**src/rtl/rr_arbiter8_pkg.sv**
```systemverilog
// Shared constants and state encoding for the 8-way round-robin arbiter.
package rr_arbiter8_pkg;

  localparam int NREQ = 8;
  localparam int IDXW = 3;

  typedef enum logic {
    IDLE  = 1'b0,
    GRANT = 1'b1
  } state_e;

endpackage

```
**src/rtl/rr_arbiter8_dec3to8.sv**
```systemverilog
// 3-to-8 one-hot decoder with enable; index 0 drives the leftmost bit of Y.
module dec3to8
  import rr_arbiter8_pkg::*;
(
  input  logic [IDXW-1:0] W,
  input  logic            En,
  output logic [0:NREQ-1] Y
);

  always_comb begin
    Y = '0;
    if (En) Y[W] = 1'b1;
  end

endmodule

```
**src/rtl/rr_arbiter8.sv**
```systemverilog
// Round-robin arbiter for 8 requesters with a bounded hold time per grant.
// state | meaning
// IDLE  | no owner; arbitrate from Ptr and grant on the next edge
// GRANT | Owner holds the resource until Done, request drop or hold limit
module rr_arbiter8
  import rr_arbiter8_pkg::*;
#(
  parameter int MAXHOLD = 15,
  parameter int CW      = 4
) (
  input  logic            Clock,
  input  logic            Resetn,
  input  logic [0:NREQ-1] R,
  input  logic            Done,
  output logic [0:NREQ-1] G,
  output logic [IDXW-1:0] Owner,
  output logic            Busy,
  output logic            Timeout
);

  state_e          state, state_nxt;
  logic [IDXW-1:0] ptr, ptr_nxt;
  logic [IDXW-1:0] owner, owner_nxt;
  logic [CW-1:0]   cnt, cnt_nxt;
  logic            timeout_q, timeout_nxt;

  logic [0:NREQ-1] rot;
  logic [IDXW-1:0] off;
  logic [IDXW-1:0] pick;
  logic [IDXW-1:0] k;
  logic            any_req;
  logic            rel_req;
  logic            at_limit;

  // Rotate so Ptr sits at position 0, find the first request, rotate back.
  always_comb begin
    rot = '0;
    k   = '0;
    for (int j = 0; j < NREQ; j++) begin
      k      = ptr + IDXW'(j);
      rot[j] = R[k];
    end
    off = '0;
    for (int j = NREQ - 1; j >= 0; j--) begin
      if (rot[j]) off = IDXW'(j);
    end
    pick    = ptr + off;
    any_req = |R;
  end

  assign rel_req  = Done | ~R[owner];
  assign at_limit = (cnt == CW'(MAXHOLD - 1));

  always_comb begin
    state_nxt   = state;
    ptr_nxt     = ptr;
    owner_nxt   = owner;
    cnt_nxt     = cnt;
    timeout_nxt = 1'b0;
    case (state)
      IDLE: begin
        if (any_req) begin
          state_nxt = GRANT;
          owner_nxt = pick;
          cnt_nxt   = '0;
        end
      end
      GRANT: begin
        if (rel_req || at_limit) begin
          state_nxt   = IDLE;
          ptr_nxt     = owner + IDXW'(1);
          // Only a pure hold-limit expiry counts as a forced release.
          timeout_nxt = ~rel_req;
        end else begin
          cnt_nxt = cnt + CW'(1);
        end
      end
      default: state_nxt = IDLE;
    endcase
  end

  always_ff @(posedge Clock) begin
    if (!Resetn) begin
      state     <= IDLE;
      ptr       <= '0;
      owner     <= '0;
      cnt       <= '0;
      timeout_q <= 1'b0;
    end else begin
      state     <= state_nxt;
      ptr       <= ptr_nxt;
      owner     <= owner_nxt;
      cnt       <= cnt_nxt;
      timeout_q <= timeout_nxt;
    end
  end

  assign Busy    = (state == GRANT);
  assign Owner   = owner;
  assign Timeout = timeout_q;

  dec3to8 u_dec (
    .W  (Owner),
    .En (Busy),
    .Y  (G)
  );

endmodule

```
**config.mk**
```make
export PLATFORM = sky130hd
export DESIGN_NAME = rr_arbiter8
export DESIGN_NICKNAME = d
export VERILOG_FILES = /design/src/rtl/rr_arbiter8_pkg.sv /design/src/rtl/rr_arbiter8_dec3to8.sv /design/src/rtl/rr_arbiter8.sv
export SDC_FILE = /design/constraint.sdc
export NUM_CORES = 1
export LEC_CHECK = 0
export CAP_MARGIN = 20
export CORE_ASPECT_RATIO = 1.5
export CORE_MARGIN = 1.5
export CORE_UTILIZATION = 30
export CTS_BUF_LIST = sky130_fd_sc_hd__clkbuf_4
export DETAILED_ROUTE_END_ITERATION = 12
export DONT_BUFFER_PORTS = 1
export GPL_TIMING_DRIVEN = 0
export PLACE_DENSITY = 0.52
export SYNTH_ARGS = -nofsm -noshare
export SYNTH_HDL_FRONTEND = slang
export SYNTH_SLANG_ARGS = --single-unit
```
**constraint.sdc**
```tcl
create_clock -name Clock -period 4 [get_ports Clock]
set_input_delay 0.6 -clock Clock [delete_from_list [all_inputs] [get_ports Clock]]
set_output_delay 0.6 -clock Clock [all_outputs]
set_load 0.02 [all_outputs]
```
# Word-level counts from Yosys, hierarchy flattened
# Index checks and enable logic that the tools add are counted.
# word_totals
register_bits,12
inputBits,11
out_inout_bits,13
elab_cells,92
# op_classes
addsub,10
order_cmp,10
eq_ne,3
n_mux,44
bitwise_logic,13
reduce_logical,7
# ops
cell,n
"4-bit >= comparator, second input constant",9
3-bit inverter with 4-bit output,9
1-bit binary-select mux with 3-bit select,9
3-bit two-way mux,8
1-bit two-way mux,21
"3-bit adder, second input constant",4
4-bit two-way mux,2
8-bit two-way mux,1
4-bit one-hot mux with 2 select lines,1
8-bit OR reduction,1
"3-bit by 1-bit adder with 3-bit output, second input constant",2
"3-bit by 2-bit adder with 3-bit output, second input constant",2
2-bit AND reduction,3
"4-bit by 1-bit adder with 4-bit output, second input constant",1
"4-bit equality test, second input constant",1
"4-bit by 1-bit less-than comparator with 1-bit output, second input constant",1
"2-bit != test, second input constant",2
3-bit adder,1
1-bit demux with 3-bit select,1
1-bit inverter,3
3-bit AND reduction,1
1-bit one-hot mux with 2 select lines,1
1-bit logical AND,1
1-bit logical OR,1
1-bit bitwise OR,1

# Longest topological paths before layout
# Gate-level depths: netlist (run 1).
# logic_depth
depth_word,14
ltp_mapped,16
mapped_depth_nobuf,14

# Hierarchy
# A second synthesis (run 1) with hierarchy kept.
# hier_totals
cells_unflattened,122
area_unflattened_um2,1332.5
# by_module_without_submodules
mod,instances,cells_each,area_per_inst_um2,seq_area_each_um2
rr_arbiter8,1,114,1236.2,240.2
dec3to8,1,8,96.3,0.0

# Worst setup path after synthesis (run 1)
# OpenSTA, ideal clock, no wires.
# synth_path
kind,flip-flop to flip-flop
from,reg ptr[1]
to,"reg owner[2], in the netlist Owner[2]"
setup_ns,0.061
t_arrival_ns,3.175
required_time_ns,3.939
setup_slack_ns,0.764
stages_incl_launch_ff,14
path_buffers,2
cell_sequence,dfxtp_1 > buf_6 > inv_1 > ha_1 > buf_6 > mux2_4 > mux4_2 > or2_1 > nor2_1 > a31oi_1 > fa_1 > xnor2_1 > a211oi_1 > o221a_1
# synth_via
elab_chain_len,14
# synth_lines
element,line,rtl
start: declaration,rr_arbiter8.sv:22,"logic [IDXW-1:0] ptr, ptr_nxt;"
start signal: assignment,rr_arbiter8.sv:91,ptr <= ptr_nxt;
3-bit adder,rr_arbiter8.sv:40,k = ptr + IDXW'(j);
3-bit inverter with 4-bit output (not written as such),rr_arbiter8.sv:41,rot[j] = R[k];
1-bit binary-select mux with 3-bit select,rr_arbiter8.sv:41,
1-bit two-way mux (not written as such) (2 in a row),rr_arbiter8.sv:41,
3-bit two-way mux (8 in a row),rr_arbiter8.sv:45,if (rot[j]) off = IDXW'(j);
3-bit adder (*),rr_arbiter8.sv:47,pick = ptr + off;
end signal: assignment,rr_arbiter8.sv:92,owner <= owner_nxt;
end: declaration,rr_arbiter8.sv:23,"logic [IDXW-1:0] owner, owner_nxt;"
# Mark *: on every way between the ends. The rest lies on a longest branch, timed or not. The select of a mux whose other input is x is not followed.
# A chain may end at the register's enable or synchronous reset.

# Final worst setup path (run 1)
# Ends and elaborated chain as after synthesis.

==> metrics.txt, run 1 <==
# TYPE chip_impl_metric gauge
chip_impl_metric{name="synthesis.area_per_instance",unit="µm²"} 9.96
chip_impl_metric{name="htree_levels",unit=""} 1
chip_impl_metric{name="asyncSetResetFlopFracSynth",unit="%"} 0
chip_impl_info{name="critPathLaunchType",value="register"} 1
chip_impl_metric{name="drt_iter0_markers",unit=""} 22
chip_impl_info{name="unrepaired_setup_endpoints_after_global_routing",value="no"} 1
chip_impl_metric{name="drive_above_1_share",unit="%"} 20.9
chip_impl_metric{name="coreArea",unit="µm²"} 4280
chip_impl_info{name="final_cell_mix",value="15 x sky130_fd_sc_hd__nor2_1, 12 x sky130_fd_sc_hd__dfxtp_1, 9 x sky130_fd_sc_hd__mux4_2, 7 x sky130_fd_sc_hd__mux2i_1, 7 x sky130_fd_sc_hd__nor2b_1"} 1
chip_impl_metric{name="final_nets",unit=""} 159
chip_impl_metric{name="synth_area",unit="µm²"} 1360
chip_impl_metric{name="final_setup_skew",unit="ps"} 4.92
chip_impl_metric{name="postCtsSetupBuffers",unit=""} 0
chip_impl_metric{name="power-per-cell-area",unit="nW/µm²"} 402
chip_impl_metric{name="finalCriticalPeriod",unit="ps"} 3600
chip_impl_info{name="ctsRootBufferMaster",value="sky130_fd_sc_hd__clkbuf_4"} 1
chip_impl_metric{name="cts-hold-fix-buffers",unit=""} 0
chip_impl_metric{name="fill_cells",unit=""} 440
chip_impl_metric{name="register_area",unit="µm²"} 240
chip_impl_metric{name="multiInputGateArea",unit="µm²"} 1030
chip_impl_metric{name="die_area",unit="µm²"} 4940
chip_impl_info{name="final_common_cell",value="sky130_fd_sc_hd__nor2_1"} 1
chip_impl_metric{name="required_time_worst_endpoint",unit="ps"} 4210
chip_impl_metric{name="cts_resized",unit=""} 0
chip_impl_metric{name="synthesis.instances",unit=""} 136
chip_impl_metric{name="cts-root-to-sink-buffers",unit=""} 2
chip_impl_metric{name="p_leak",unit="nW"} 0.554
chip_impl_metric{name="total_cts_buffers",unit=""} 3
chip_impl_metric{name="synthToLayoutAreaGrowth",unit="%"} 5.91
chip_impl_metric{name="gp_congestion",unit=""} 0.717
chip_impl_info{name="violations",value="DRC"} 1
chip_impl_metric{name="critical_path.max_fanout",unit=""} 10
chip_impl_metric{name="die_height",unit="µm"} 85.3
chip_impl_metric{name="numPlacedInstances",unit=""} 182
chip_impl_metric{name="vdd.ir_drop.worst",unit="mV"} 0.139
chip_impl_info{name="end_kind",value="register"} 1
chip_impl_metric{name="detailed_place_hpwl",unit="µm"} 2570
chip_impl_metric{name="routed_wl",unit="µm"} 3120
chip_impl_metric{name="synth_edf_count",unit=""} 0
chip_impl_metric{name="ys_ff_latch",unit=""} 12
chip_impl_info{name="cts_tree",value="built"} 1
chip_impl_info{name="synthFlopType",value="sky130_fd_sc_hd__dfxtp_1"} 1
chip_impl_metric{name="grt_pass1_wl",unit="µm"} 5170
chip_impl_metric{name="first_global_vias",unit=""} 1106
chip_impl_metric{name="timing.final.crit_share",unit="%"} 89.9
chip_impl_metric{name="design.portCount",unit=""} 24
chip_impl_metric{name="cts.reportedPaths.clkPinSlew",unit="ps"} 80
chip_impl_metric{name="hold_depth",unit=""} 1
chip_impl_metric{name="cts.sink_count",unit=""} 12
chip_impl_metric{name="globalRouteOverflowTotal",unit=""} 0
chip_impl_metric{name="finalHoldViolations",unit=""} 0
chip_impl_info{name="timing.setup.critical_path_class",value="reg -> reg"} 1
chip_impl_metric{name="drt-wirelength-per-cell",unit="µm"} 16.9
chip_impl_metric{name="post_drt_via_cell_ratio",unit=""} 5.82
chip_impl_metric{name="antenna_cells",unit=""} 0
chip_impl_metric{name="length_in_cells_of_the_worst_reg_to_reg_path",unit=""} 14
chip_impl_metric{name="yosys.cell_types.count",unit=""} 45
chip_impl_metric{name="drtAntennaViolNets",unit=""} 0
chip_impl_metric{name="max_cap_violations",unit=""} 0
chip_impl_metric{name="place.port_buffers",unit=""} 0
chip_impl_metric{name="detail_route.drc_violations",unit=""} 2
chip_impl_metric{name="seq_area_frac_synth",unit="%"} 17.7
chip_impl_metric{name="grt_antenna_before_repair",unit=""} 0
chip_impl_metric{name="ys.warnings.count",unit=""} 0
chip_impl_info{name="outcome",value="finished with violations"} 1
chip_impl_metric{name="crit_arrival",unit="ps"} 3800
chip_impl_metric{name="horizontal_die_dimension",unit="µm"} 57.9
chip_impl_metric{name="max_slew_margin",unit="%"} 57.6
chip_impl_metric{name="achievable-frequency",unit="MHz"} 278
chip_impl_metric{name="dr.pass1.iters",unit=""} 8
chip_impl_metric{name="worstSkewPairLatency",unit="ps"} 270
chip_impl_metric{name="setup-tns-final",unit="ps"} 0
chip_impl_metric{name="grt_start_max_net_pins",unit=""} 11
chip_impl_info{name="min_path_type",value="in -> reg"} 1
chip_impl_metric{name="vias_post_dr",unit=""} 1077
chip_impl_metric{name="grt.total_usage",unit="%"} 13.4
chip_impl_metric{name="timing_worst_slew_pin_value",unit="ps"} 632
chip_impl_metric{name="post-route-util",unit="%"} 33.5
chip_impl_metric{name="net_count_after_synthesis",unit=""} 154
chip_impl_metric{name="site_rows",unit=""} 29
chip_impl_metric{name="post_route_insts_no_fill",unit=""} 185
chip_impl_metric{name="finalMaxSlewViolations",unit=""} 0
chip_impl_metric{name="start_util",unit="%"} 31.6
chip_impl_metric{name="finalSetupViolCount",unit=""} 0
## synth_stat cells, types with 3 or more instances
cell                       number  area share, %
sky130_fd_sc_hd__mux2_4         4            4.4
sky130_fd_sc_hd__buf_6          4            3.3
sky130_fd_sc_hd__a21oi_1        4            1.5
sky130_fd_sc_hd__o21ai_1        3            1.1
sky130_fd_sc_hd__mux4_2         9             15
sky130_fd_sc_hd__nand2b_1       3            1.4
sky130_fd_sc_hd__mux4_1         3            5.8
sky130_fd_sc_hd__inv_1          4            1.1
sky130_fd_sc_hd__nor2b_1        7            3.2
sky130_fd_sc_hd__mux2i_1        7            5.2
sky130_fd_sc_hd__xor2_1         3            1.9
sky130_fd_sc_hd__nand3b_1       3            1.7
sky130_fd_sc_hd__ha_1           6            5.5
sky130_fd_sc_hd__nand2_1        5            1.4
sky130_fd_sc_hd__dfxtp_1       12             18
sky130_fd_sc_hd__mux2_2         4            3.3
sky130_fd_sc_hd__nor3_1         3            1.1
sky130_fd_sc_hd__nor2_1        15            4.2
## area by class of cell
cell class | instances | area share, %
multi-input combinational | 112 | 71.8
sequential | 12 | 16.7
buffer | 7 | 4.53
tap | 46 | 4.01
clock buffer | 3 | 1.57
inverter | 5 | 1.31
## sequential cells by signal (all words and copies together), names as in the netlist
register and count:
cnt 4, Timeout 1, Busy 1, ptr 3, Owner 3
## per-layer routing
layer	routed length, µm	up-vias	part of all wire (%)	global-route usage (%)
li1	-	521	-	-
met1	1130	538	36	13.4
met2	1830	14	59	26.4
met3	116	4	3.7	1.83
met4	37	0	1.2	5.29
met5	0	-	0	0
## cell families (layout without fill, tap and decap cells)
logic type               Yosys count  in the layout  synth area share, %
buffers and inverters             12             15                 6.19
adder cells (fa/ha/maj)            7              7                 7.02
XOR/XNOR                           5              5                 3.23
AND/OR/NAND/NOR                   49             49                 19.4
AO/OA/AOI/OAI                     24             24                 12.7
flip-flops                        12             12                 17.7
multiplexers                      27             27                 33.7
## stage by stage
step                hold WS (ps)  setup slack, ps  power (W)  instance area (µm²)
floorplan                    462              764   0.000448                 1360
global placement             481              490   0.000502                 1410
detailed placement           492              438   0.000508                 1410
CTS                          471              405   0.000583                 1440
global route                 470              182   0.000624                 1440
finish                       478              404   0.000578                 1440
## report_power, final
group | internal [W] | switching [W]
logic | 0.000169 | 0.000171
clock network | 0.0000348 | 0.0000384
registers | 0.000134 | 0.0000300
## critical path, stage by stage, from the launching register on
cell	delay, ps
sky130_fd_sc_hd__dfxtp_1	450
sky130_fd_sc_hd__buf_6	180
sky130_fd_sc_hd__inv_1	90
sky130_fd_sc_hd__ha_1	290
sky130_fd_sc_hd__buf_6	140
sky130_fd_sc_hd__mux2_4	310
sky130_fd_sc_hd__mux4_2	480
sky130_fd_sc_hd__nor2_1	190
sky130_fd_sc_hd__a22oi_1	120
sky130_fd_sc_hd__nor2_1	110
sky130_fd_sc_hd__a31oi_1	70
sky130_fd_sc_hd__fa_1	470
sky130_fd_sc_hd__xnor2_1	150
sky130_fd_sc_hd__a211oi_1	260
sky130_fd_sc_hd__o221a_1	220
## worst paths after layout
path,from,to,slack (ps)
worst max-delay path,ptr[1],Owner[2],400
worst min-delay path,Resetn,cnt[2],480
worst max register to register,ptr[1],Owner[2],400
worst min register to register,cnt[3],cnt[3],500
Power figures use the tool's default switching activity.
==> inputs of run 2 (changes only) <==
--- a/config.mk
+++ b/config.mk
@@ -6,7 +6,7 @@
 export NUM_CORES = 1
 export LEC_CHECK = 0
 export CAP_MARGIN = 20
-export CORE_ASPECT_RATIO = 1.5
+export CORE_ASPECT_RATIO = 1.25
 export CORE_MARGIN = 1.5
 export CORE_UTILIZATION = 30
 export CTS_BUF_LIST = sky130_fd_sc_hd__clkbuf_4
==> run 2 against run 1 <==
  * The flow now finishes without violations
  * Wire length up 0.61%
  * Register-to-register slack gained 20 ps
  * Non-clock buffer count unchanged
  * Design area is 1.3% higher
  * Clock power rose by 7.5%
  * Fmax up 0.67%
  * Sequential share of layout area fell by 0.22 points
  * Via count up 0.56%
  * Total power rose by 0.61%
  * Cell count up 7.0%
  * Count of clock-buffer cells in the layout unchanged
  * Clock skew about the same
  * Largest power group unchanged
==> metrics.txt, run 2 (synthesized netlist as in run 1, its figures left out) <==
# TYPE chip_impl_metric gauge
chip_impl_info{name="outcome",value="completed"} 1
chip_impl_metric{name="globalRouteOverflowTotal",unit=""} 0
chip_impl_metric{name="internal-power",unit="W"} 0.000339
chip_impl_metric{name="horizontal_die_dimension",unit="µm"} 63.1
chip_impl_metric{name="postLayoutCellArea",unit="µm²"} 1450
chip_impl_metric{name="p_leak",unit="nW"} 0.555
chip_impl_metric{name="drt-wirelength-per-cell",unit="µm"} 15.8
chip_impl_metric{name="htree_levels",unit=""} 1
chip_impl_metric{name="hold_depth",unit=""} 2
chip_impl_metric{name="fin_total_pwr",unit="W"} 0.000581
chip_impl_metric{name="post_dp_cell_area",unit="µm²"} 1430
chip_impl_metric{name="die_area",unit="µm²"} 4930
chip_impl_metric{name="cts-hold-fix-buffers",unit=""} 0
chip_impl_metric{name="cts-root-to-sink-buffers",unit=""} 2
chip_impl_metric{name="final_setup_skew",unit="ps"} 5.00
chip_impl_metric{name="total_cts_buffers",unit=""} 3
chip_impl_metric{name="max_cap_violations",unit=""} 0
chip_impl_metric{name="power.net_switching",unit="W"} 0.000242
chip_impl_info{name="worst_hold_path.endpoint",value="Timeout"} 1
chip_impl_metric{name="seq_power_share",unit="%"} 28.1
chip_impl_metric{name="antenna_cells",unit=""} 0
chip_impl_metric{name="detail_route.drc_violations",unit=""} 0
chip_impl_info{name="final_common_cell",value="sky130_fd_sc_hd__nor2_1"} 1
chip_impl_metric{name="timing.final.crit_share",unit="%"} 89.3
chip_impl_metric{name="length_in_cells_of_the_worst_reg_to_reg_path",unit=""} 14
chip_impl_metric{name="critical_path.max_fanout",unit=""} 10
chip_impl_metric{name="drive_above_1_share",unit="%"} 20.7
chip_impl_info{name="worst_reg2reg_endpoint",value="Owner[2]"} 1
chip_impl_metric{name="register_area",unit="µm²"} 240
chip_impl_metric{name="setup-tns-final",unit="ps"} 0
chip_impl_metric{name="cts_resized",unit=""} 0
chip_impl_metric{name="drtAntennaViolNets",unit=""} 0
chip_impl_metric{name="gp_congestion",unit=""} 0.802
chip_impl_metric{name="grt_pass1_wl",unit="µm"} 5220
chip_impl_metric{name="required_time_worst_endpoint",unit="ps"} 4220
chip_impl_metric{name="final_nets",unit=""} 159
chip_impl_metric{name="finalMaxSlewViolations",unit=""} 0
chip_impl_metric{name="detailed_place_hpwl",unit="µm"} 2550
chip_impl_metric{name="postCtsSetupBuffers",unit=""} 0
chip_impl_metric{name="worst-r2r-setup-slack",unit="ps"} 430
chip_impl_metric{name="site_rows",unit=""} 27
chip_impl_info{name="unrepaired_setup_endpoints_after_global_routing",value="no"} 1
chip_impl_metric{name="drt_iter0_markers",unit=""} 20
chip_impl_metric{name="switching_share",unit="%"} 41.6
chip_impl_metric{name="timing_worst_slew_pin_value",unit="ps"} 634
chip_impl_metric{name="finalHoldViolations",unit=""} 0
chip_impl_metric{name="fill_cells",unit=""} 452
chip_impl_metric{name="cts.reportedPaths.clkPinSlew",unit="ps"} 80
chip_impl_metric{name="place.port_buffers",unit=""} 0
chip_impl_metric{name="largest_register_ffs",unit=""} 4
chip_impl_metric{name="vias_post_dr",unit=""} 1083
chip_impl_metric{name="grt.met1_usage",unit="%"} 12.5
chip_impl_info{name="largest_register",value="cnt"} 1
chip_impl_metric{name="finalSetupViolCount",unit=""} 0
chip_impl_metric{name="crit_arrival",unit="ps"} 3790
chip_impl_info{name="min_path_type",value="in -> reg"} 1
chip_impl_metric{name="power.combinational.fraction",unit="%"} 58.4
chip_impl_metric{name="grt_start_max_net_pins",unit=""} 11
chip_impl_metric{name="start_util",unit="%"} 31.1
chip_impl_info{name="critPathLaunchType",value="register"} 1
chip_impl_metric{name="achievable-frequency",unit="MHz"} 280
chip_impl_metric{name="grt_antenna_before_repair",unit=""} 0
chip_impl_metric{name="worstSkewPairLatency",unit="ps"} 270
chip_impl_metric{name="power-per-cell-area",unit="nW/µm²"} 400
chip_impl_metric{name="coreArea",unit="µm²"} 4360
chip_impl_metric{name="global_route.usage.met2",unit="%"} 27.8
chip_impl_info{name="cts_tree",value="built"} 1
chip_impl_info{name="ctsRootBufferMaster",value="sky130_fd_sc_hd__clkbuf_4"} 1
chip_impl_metric{name="design.portCount",unit=""} 24
chip_impl_metric{name="grt.total_usage",unit="%"} 13.0
chip_impl_metric{name="post_drt_via_cell_ratio",unit=""} 5.47
chip_impl_info{name="end_kind",value="register"} 1
chip_impl_info{name="critical_path.reg2reg.startpoint",value="ptr[1]"} 1
chip_impl_metric{name="use_met3",unit="%"} 2.01
chip_impl_metric{name="post_route_insts_no_fill",unit=""} 198
chip_impl_metric{name="vdd.ir_drop.worst",unit="mV"} 0.159
chip_impl_metric{name="max_slew_margin",unit="%"} 57.4
chip_impl_metric{name="multiInputGateArea",unit="µm²"} 1030
chip_impl_info{name="launch_instance_of_the_worst_min_delay_path",value="Done"} 1
chip_impl_metric{name="routed_wl",unit="µm"} 3140
chip_impl_metric{name="die_height",unit="µm"} 78.1
chip_impl_metric{name="first_global_vias",unit=""} 1106
chip_impl_metric{name="synthToLayoutAreaGrowth",unit="%"} 7.29
chip_impl_metric{name="finalCriticalPeriod",unit="ps"} 3570
chip_impl_metric{name="cts.sink_count",unit=""} 12
chip_impl_info{name="timing.setup.critical_path_class",value="reg -> reg"} 1
chip_impl_metric{name="pwr-share-clk",unit="%"} 13.5
chip_impl_metric{name="numPlacedInstances",unit=""} 194
chip_impl_info{name="grt_busiest_layer",value="met2"} 1
chip_impl_metric{name="dr.pass1.iters",unit=""} 4
chip_impl_info{name="final_cell_mix",value="15 x sky130_fd_sc_hd__nor2_1, 12 x sky130_fd_sc_hd__dfxtp_1, 9 x sky130_fd_sc_hd__mux4_2, 7 x sky130_fd_sc_hd__mux2i_1, 7 x sky130_fd_sc_hd__nor2b_1"} 1
[run 2: changes by cell type in the layout (fill, tap and decap cells not counted)]
cell,change
sky130_fd_sc_hd__clkinv_1,+1
[run 2: area by class of cell]
class / count / share of cell area (%)
Multi-Input combinational cell: 112 / 70.9
Sequential cell: 12 / 16.5
Tap cell: 58 / 4.99
Buffer: 7 / 4.48
Clock buffer: 3 / 1.55
Inverter: 5 / 1.29
Clock inverter: 1 / 0.258
[run 2: critical path, stage by stage, from the launching register on]
cell	delay, ps
sky130_fd_sc_hd__dfxtp_1	450
sky130_fd_sc_hd__buf_6	180
sky130_fd_sc_hd__inv_1	110
sky130_fd_sc_hd__ha_1	300
sky130_fd_sc_hd__buf_6	140
sky130_fd_sc_hd__mux2_4	310
sky130_fd_sc_hd__mux4_2	490
sky130_fd_sc_hd__nor2_1	180
sky130_fd_sc_hd__a22oi_1	110
sky130_fd_sc_hd__nor2_1	90
sky130_fd_sc_hd__a31oi_1	70
sky130_fd_sc_hd__fa_1	470
sky130_fd_sc_hd__xnor2_1	150
sky130_fd_sc_hd__a211oi_1	240
sky130_fd_sc_hd__o221a_1	220
[run 2: power groups by stage]
| stage | registers [W] | clock network, W | logic (W) |
|---|---|---|---|
| 2_1_floorplan | 0.000160 | 0 | 0.000288 |
| 6_report | 0.000163 | 0.0000787 | 0.000339 |
| 5_1_grt | 0.000165 | 0.0000890 | 0.000369 |
| 4_1_cts | 0.000164 | 0.0000836 | 0.000341 |
| 3_5_place_dp | 0.000166 | 0 | 0.000339 |
| 3_3_place_gp | 0.000167 | 0 | 0.000331 |
[run 2: layer usage]
metal	up-vias	part of all wire, %
li1	521	-
met1	542	36
met2	18	61
met3	2	2.3
met4	0	1.1
met5	-	0
[run 2: per-stage QoR]
step	util, %	worst slack [ps]	hold WS, ps
floorplan	-	764	462
global placement	32.8	443	479
detailed placement	32.8	419	525
CTS	33.4	402	465
global route	33.4	166	463
finish	33.4	429	476
[run 2: how the worst max path moves through the flow]
stage	from	depth (start not counted)	end	slack, ps
floorplan	ptr[1]	13	Owner[2]	760
global placement	ptr[1]	14	Owner[2]	440
detailed placement	ptr[1]	14	Owner[2]	420
CTS	ptr[1]	14	Owner[2]	400
global route	ptr[1]	14	Owner[2]	170
finish	ptr[1]	14	Owner[2]	430
==> inputs of run 3 (changes only) <==
--- a/config.mk
+++ b/config.mk
@@ -14,6 +14,7 @@
 export DONT_BUFFER_PORTS = 1
 export GPL_TIMING_DRIVEN = 0
 export PLACE_DENSITY = 0.52
+export SETUP_SLACK_MARGIN = 0.02
 export SYNTH_ARGS = -nofsm -noshare
 export SYNTH_HDL_FRONTEND = slang
 export SYNTH_SLANG_ARGS = --single-unit
==> constraint.sdc (replaced) <==
create_clock -name Clock -period 4 [get_ports Clock]
set_input_delay 0.6 -clock Clock [delete_from_list [all_inputs] [get_ports Clock]]
set_output_delay 0.6 -clock Clock [all_outputs]
set_load 0.1 [all_outputs]
==> run 3 against run 2 <==
  * Sequential power increased by 31%
  * Setup slack improved by 26 ps
  * Register-to-register slack improved by 30 ps
  * Utilization increased by 1.3 points
  * Count of clock-buffer cells in the layout unchanged
  * Die area unchanged
  * Design area increased by 3.8%
  * Combinational power increased by 16%
  * Clock power increased by 1%
  * Critical path type unchanged
  * Critical endpoint unchanged
==> metrics.txt, run 3 (synthesized netlist as in run 1, its figures left out) <==
# TYPE chip_impl_metric gauge
chip_impl_metric{name="grt_start_max_net_pins",unit=""} 11
chip_impl_info{name="crit_family",value="multiplexers"} 1
chip_impl_metric{name="die_height",unit="µm"} 78.1
chip_impl_metric{name="drt-wirelength-per-cell",unit="µm"} 15.8
chip_impl_metric{name="largest_register_ffs",unit=""} 4
chip_impl_metric{name="detailedPlace.worstSlack",unit="ps"} 432
chip_impl_info{name="ctsRootBufferMaster",value="sky130_fd_sc_hd__clkbuf_4"} 1
chip_impl_metric{name="grt_pass1_wl",unit="µm"} 5240
chip_impl_metric{name="finalSetupViolCount",unit=""} 0
chip_impl_metric{name="fin_total_pwr",unit="W"} 0.000685
chip_impl_metric{name="cts-hold-fix-buffers",unit=""} 0
chip_impl_metric{name="numPlacedInstances",unit=""} 196
chip_impl_metric{name="cts_resized",unit=""} 0
chip_impl_metric{name="routed_wl",unit="µm"} 3160
chip_impl_metric{name="power-per-cell-area",unit="nW/µm²"} 454
chip_impl_metric{name="vdd.ir_drop.worst",unit="mV"} 0.243
chip_impl_metric{name="grt_antenna_before_repair",unit=""} 0
chip_impl_metric{name="die_area",unit="µm²"} 4930
chip_impl_metric{name="achievable-frequency",unit="MHz"} 282
chip_impl_metric{name="site_rows",unit=""} 27
chip_impl_metric{name="place.port_buffers",unit=""} 0
chip_impl_metric{name="globalRouteOverflowTotal",unit=""} 0
chip_impl_info{name="critical-path-slowest-cell",value="sky130_fd_sc_hd__mux4_2"} 1
chip_impl_metric{name="worstPathBufferInverterCount",unit=""} 3
chip_impl_info{name="cts_tree",value="built"} 1
chip_impl_metric{name="fill_cells",unit=""} 450
chip_impl_metric{name="worst-r2r-setup-slack",unit="ps"} 450
chip_impl_info{name="critPathLaunchType",value="register"} 1
chip_impl_info{name="outcome",value="completed"} 1
chip_impl_info{name="largest_register",value="cnt"} 1
chip_impl_metric{name="start_util",unit="%"} 31.1
chip_impl_metric{name="total_cts_buffers",unit=""} 3
chip_impl_metric{name="drtAntennaViolNets",unit=""} 0
chip_impl_info{name="timing.setup.critical_path_class",value="reg -> reg"} 1
chip_impl_metric{name="postCtsSetupBuffers",unit=""} 0
chip_impl_metric{name="p_leak",unit="nW"} 0.575
chip_impl_metric{name="design.portCount",unit=""} 24
chip_impl_metric{name="drt_iter0_markers",unit=""} 28
chip_impl_metric{name="cts.sink_count",unit=""} 12
chip_impl_metric{name="post_route_insts_no_fill",unit=""} 200
chip_impl_metric{name="cts.reportedPaths.clkPinSlew",unit="ps"} 80
chip_impl_metric{name="timing_worst_slew_pin_value",unit="ps"} 1110
chip_impl_metric{name="crit_arrival",unit="ps"} 3760
chip_impl_metric{name="vias_post_dr",unit=""} 1098
chip_impl_metric{name="fin_hold_ws",unit="ps"} 476
chip_impl_metric{name="max_cap_violations",unit=""} 0
chip_impl_metric{name="drive_above_1_share",unit="%"} 27.5
chip_impl_metric{name="post_dp_cell_area",unit="µm²"} 1480
chip_impl_metric{name="finalCriticalPeriod",unit="ps"} 3550
chip_impl_metric{name="htree_levels",unit=""} 1
chip_impl_info{name="final_cell_mix",value="12 x sky130_fd_sc_hd__dfxtp_1, 9 x sky130_fd_sc_hd__mux4_2, 9 x sky130_fd_sc_hd__nor2_1, 7 x sky130_fd_sc_hd__mux2i_1, 7 x sky130_fd_sc_hd__nor2b_1"} 1
chip_impl_metric{name="grt.total_usage",unit="%"} 13.1
chip_impl_metric{name="detail_route.drc_violations",unit=""} 0
chip_impl_metric{name="final_setup_skew",unit="ps"} 1.94
chip_impl_metric{name="postLayoutCellArea",unit="µm²"} 1510
chip_impl_metric{name="first_global_vias",unit=""} 1146
chip_impl_metric{name="post_drt_via_cell_ratio",unit=""} 5.49
chip_impl_metric{name="detailed_place_hpwl",unit="µm"} 2570
chip_impl_info{name="end_kind",value="register"} 1
chip_impl_info{name="final_common_cell",value="sky130_fd_sc_hd__dfxtp_1"} 1
chip_impl_metric{name="critical_path.max_fanout",unit=""} 10
chip_impl_info{name="unrepaired_setup_endpoints_after_global_routing",value="no"} 1
chip_impl_metric{name="required_time_worst_endpoint",unit="ps"} 4220
chip_impl_metric{name="dr.pass1.iters",unit=""} 4
chip_impl_metric{name="antenna_cells",unit=""} 0
chip_impl_info{name="sequence_of_cells_on_the_critical_path",value="buf_6 > inv_1 > ha_1 > buf_6 > mux2_4 > mux4_2 > nor2_1 > a22oi_1 > nor2_1 > a31oi_1 > fa_1 > xnor2_1 > a211oi_1 > o221a_1"} 1
chip_impl_metric{name="synthToLayoutAreaGrowth",unit="%"} 11.4
chip_impl_metric{name="timing.final.ws_setup",unit="ps"} 455
chip_impl_metric{name="finalMaxSlewViolations",unit=""} 0
chip_impl_metric{name="max_stage_delay",unit="ps"} 500
chip_impl_metric{name="timing.final.crit_share",unit="%"} 88.6
chip_impl_metric{name="gp_congestion",unit=""} 0.802
chip_impl_info{name="min_path_type",value="in -> reg"} 1
chip_impl_metric{name="horizontal_die_dimension",unit="µm"} 63.1
chip_impl_metric{name="cts-root-to-sink-buffers",unit=""} 2
chip_impl_metric{name="worstSkewPairLatency",unit="ps"} 270
chip_impl_metric{name="max_slew_margin",unit="%"} 25.9
chip_impl_metric{name="coreArea",unit="µm²"} 4360
chip_impl_metric{name="finalHoldViolations",unit=""} 0
chip_impl_metric{name="final_nets",unit=""} 161
## run 3: path summary, 6_finish.rpt
| path | cells past startpoint | endpoint | start |
|---|---|---|---|
| max | 14 | Owner[2] | ptr[1] |
| min | 1 | cnt[3] | Resetn |
| max reg2reg | 14 | Owner[2] | ptr[1] |
| min reg2reg | 2 | cnt[3] | cnt[3] |
## run 3: area by class of cell
class	count	area, µm²	share of cell area, %
clock buffer	3	22.5	1.49
clock inverter	1	3.75	0.249
tap	58	72.6	4.81
buffer	7	65.1	4.31
inverter	5	18.8	1.24
sequential	12	240	15.9
timing repair buffer	2	30.0	1.99
multi-input combinational	112	1060	70.0
## run 3: where the power goes
part | leakage, nW | switching (W) | internal [W]
Combinational | 0.461 | 0.000213 | 0.000178
Sequential | 0.0982 | 0.0000803 | 0.000134
Clock | 0.0154 | 0.0000437 | 0.0000361
## run 3: layer usage
metal,share of wire [%],global-route usage (%),up-vias
met3,2.1,2.29,0
met2,61,28.4,11
met5,0,0,-
met4,0,2.44,0
met1,37,12.4,563
li1,-,-,524
## run 3: per-stage QoR
step           setup TNS, ps  util, %
2_1_floorplan              0        -
3_3_place_gp           -68.6     32.8
3_5_place_dp               0     34.0
4_1_cts                    0     34.6
5_1_grt                    0     34.6
6_report                   0     34.6
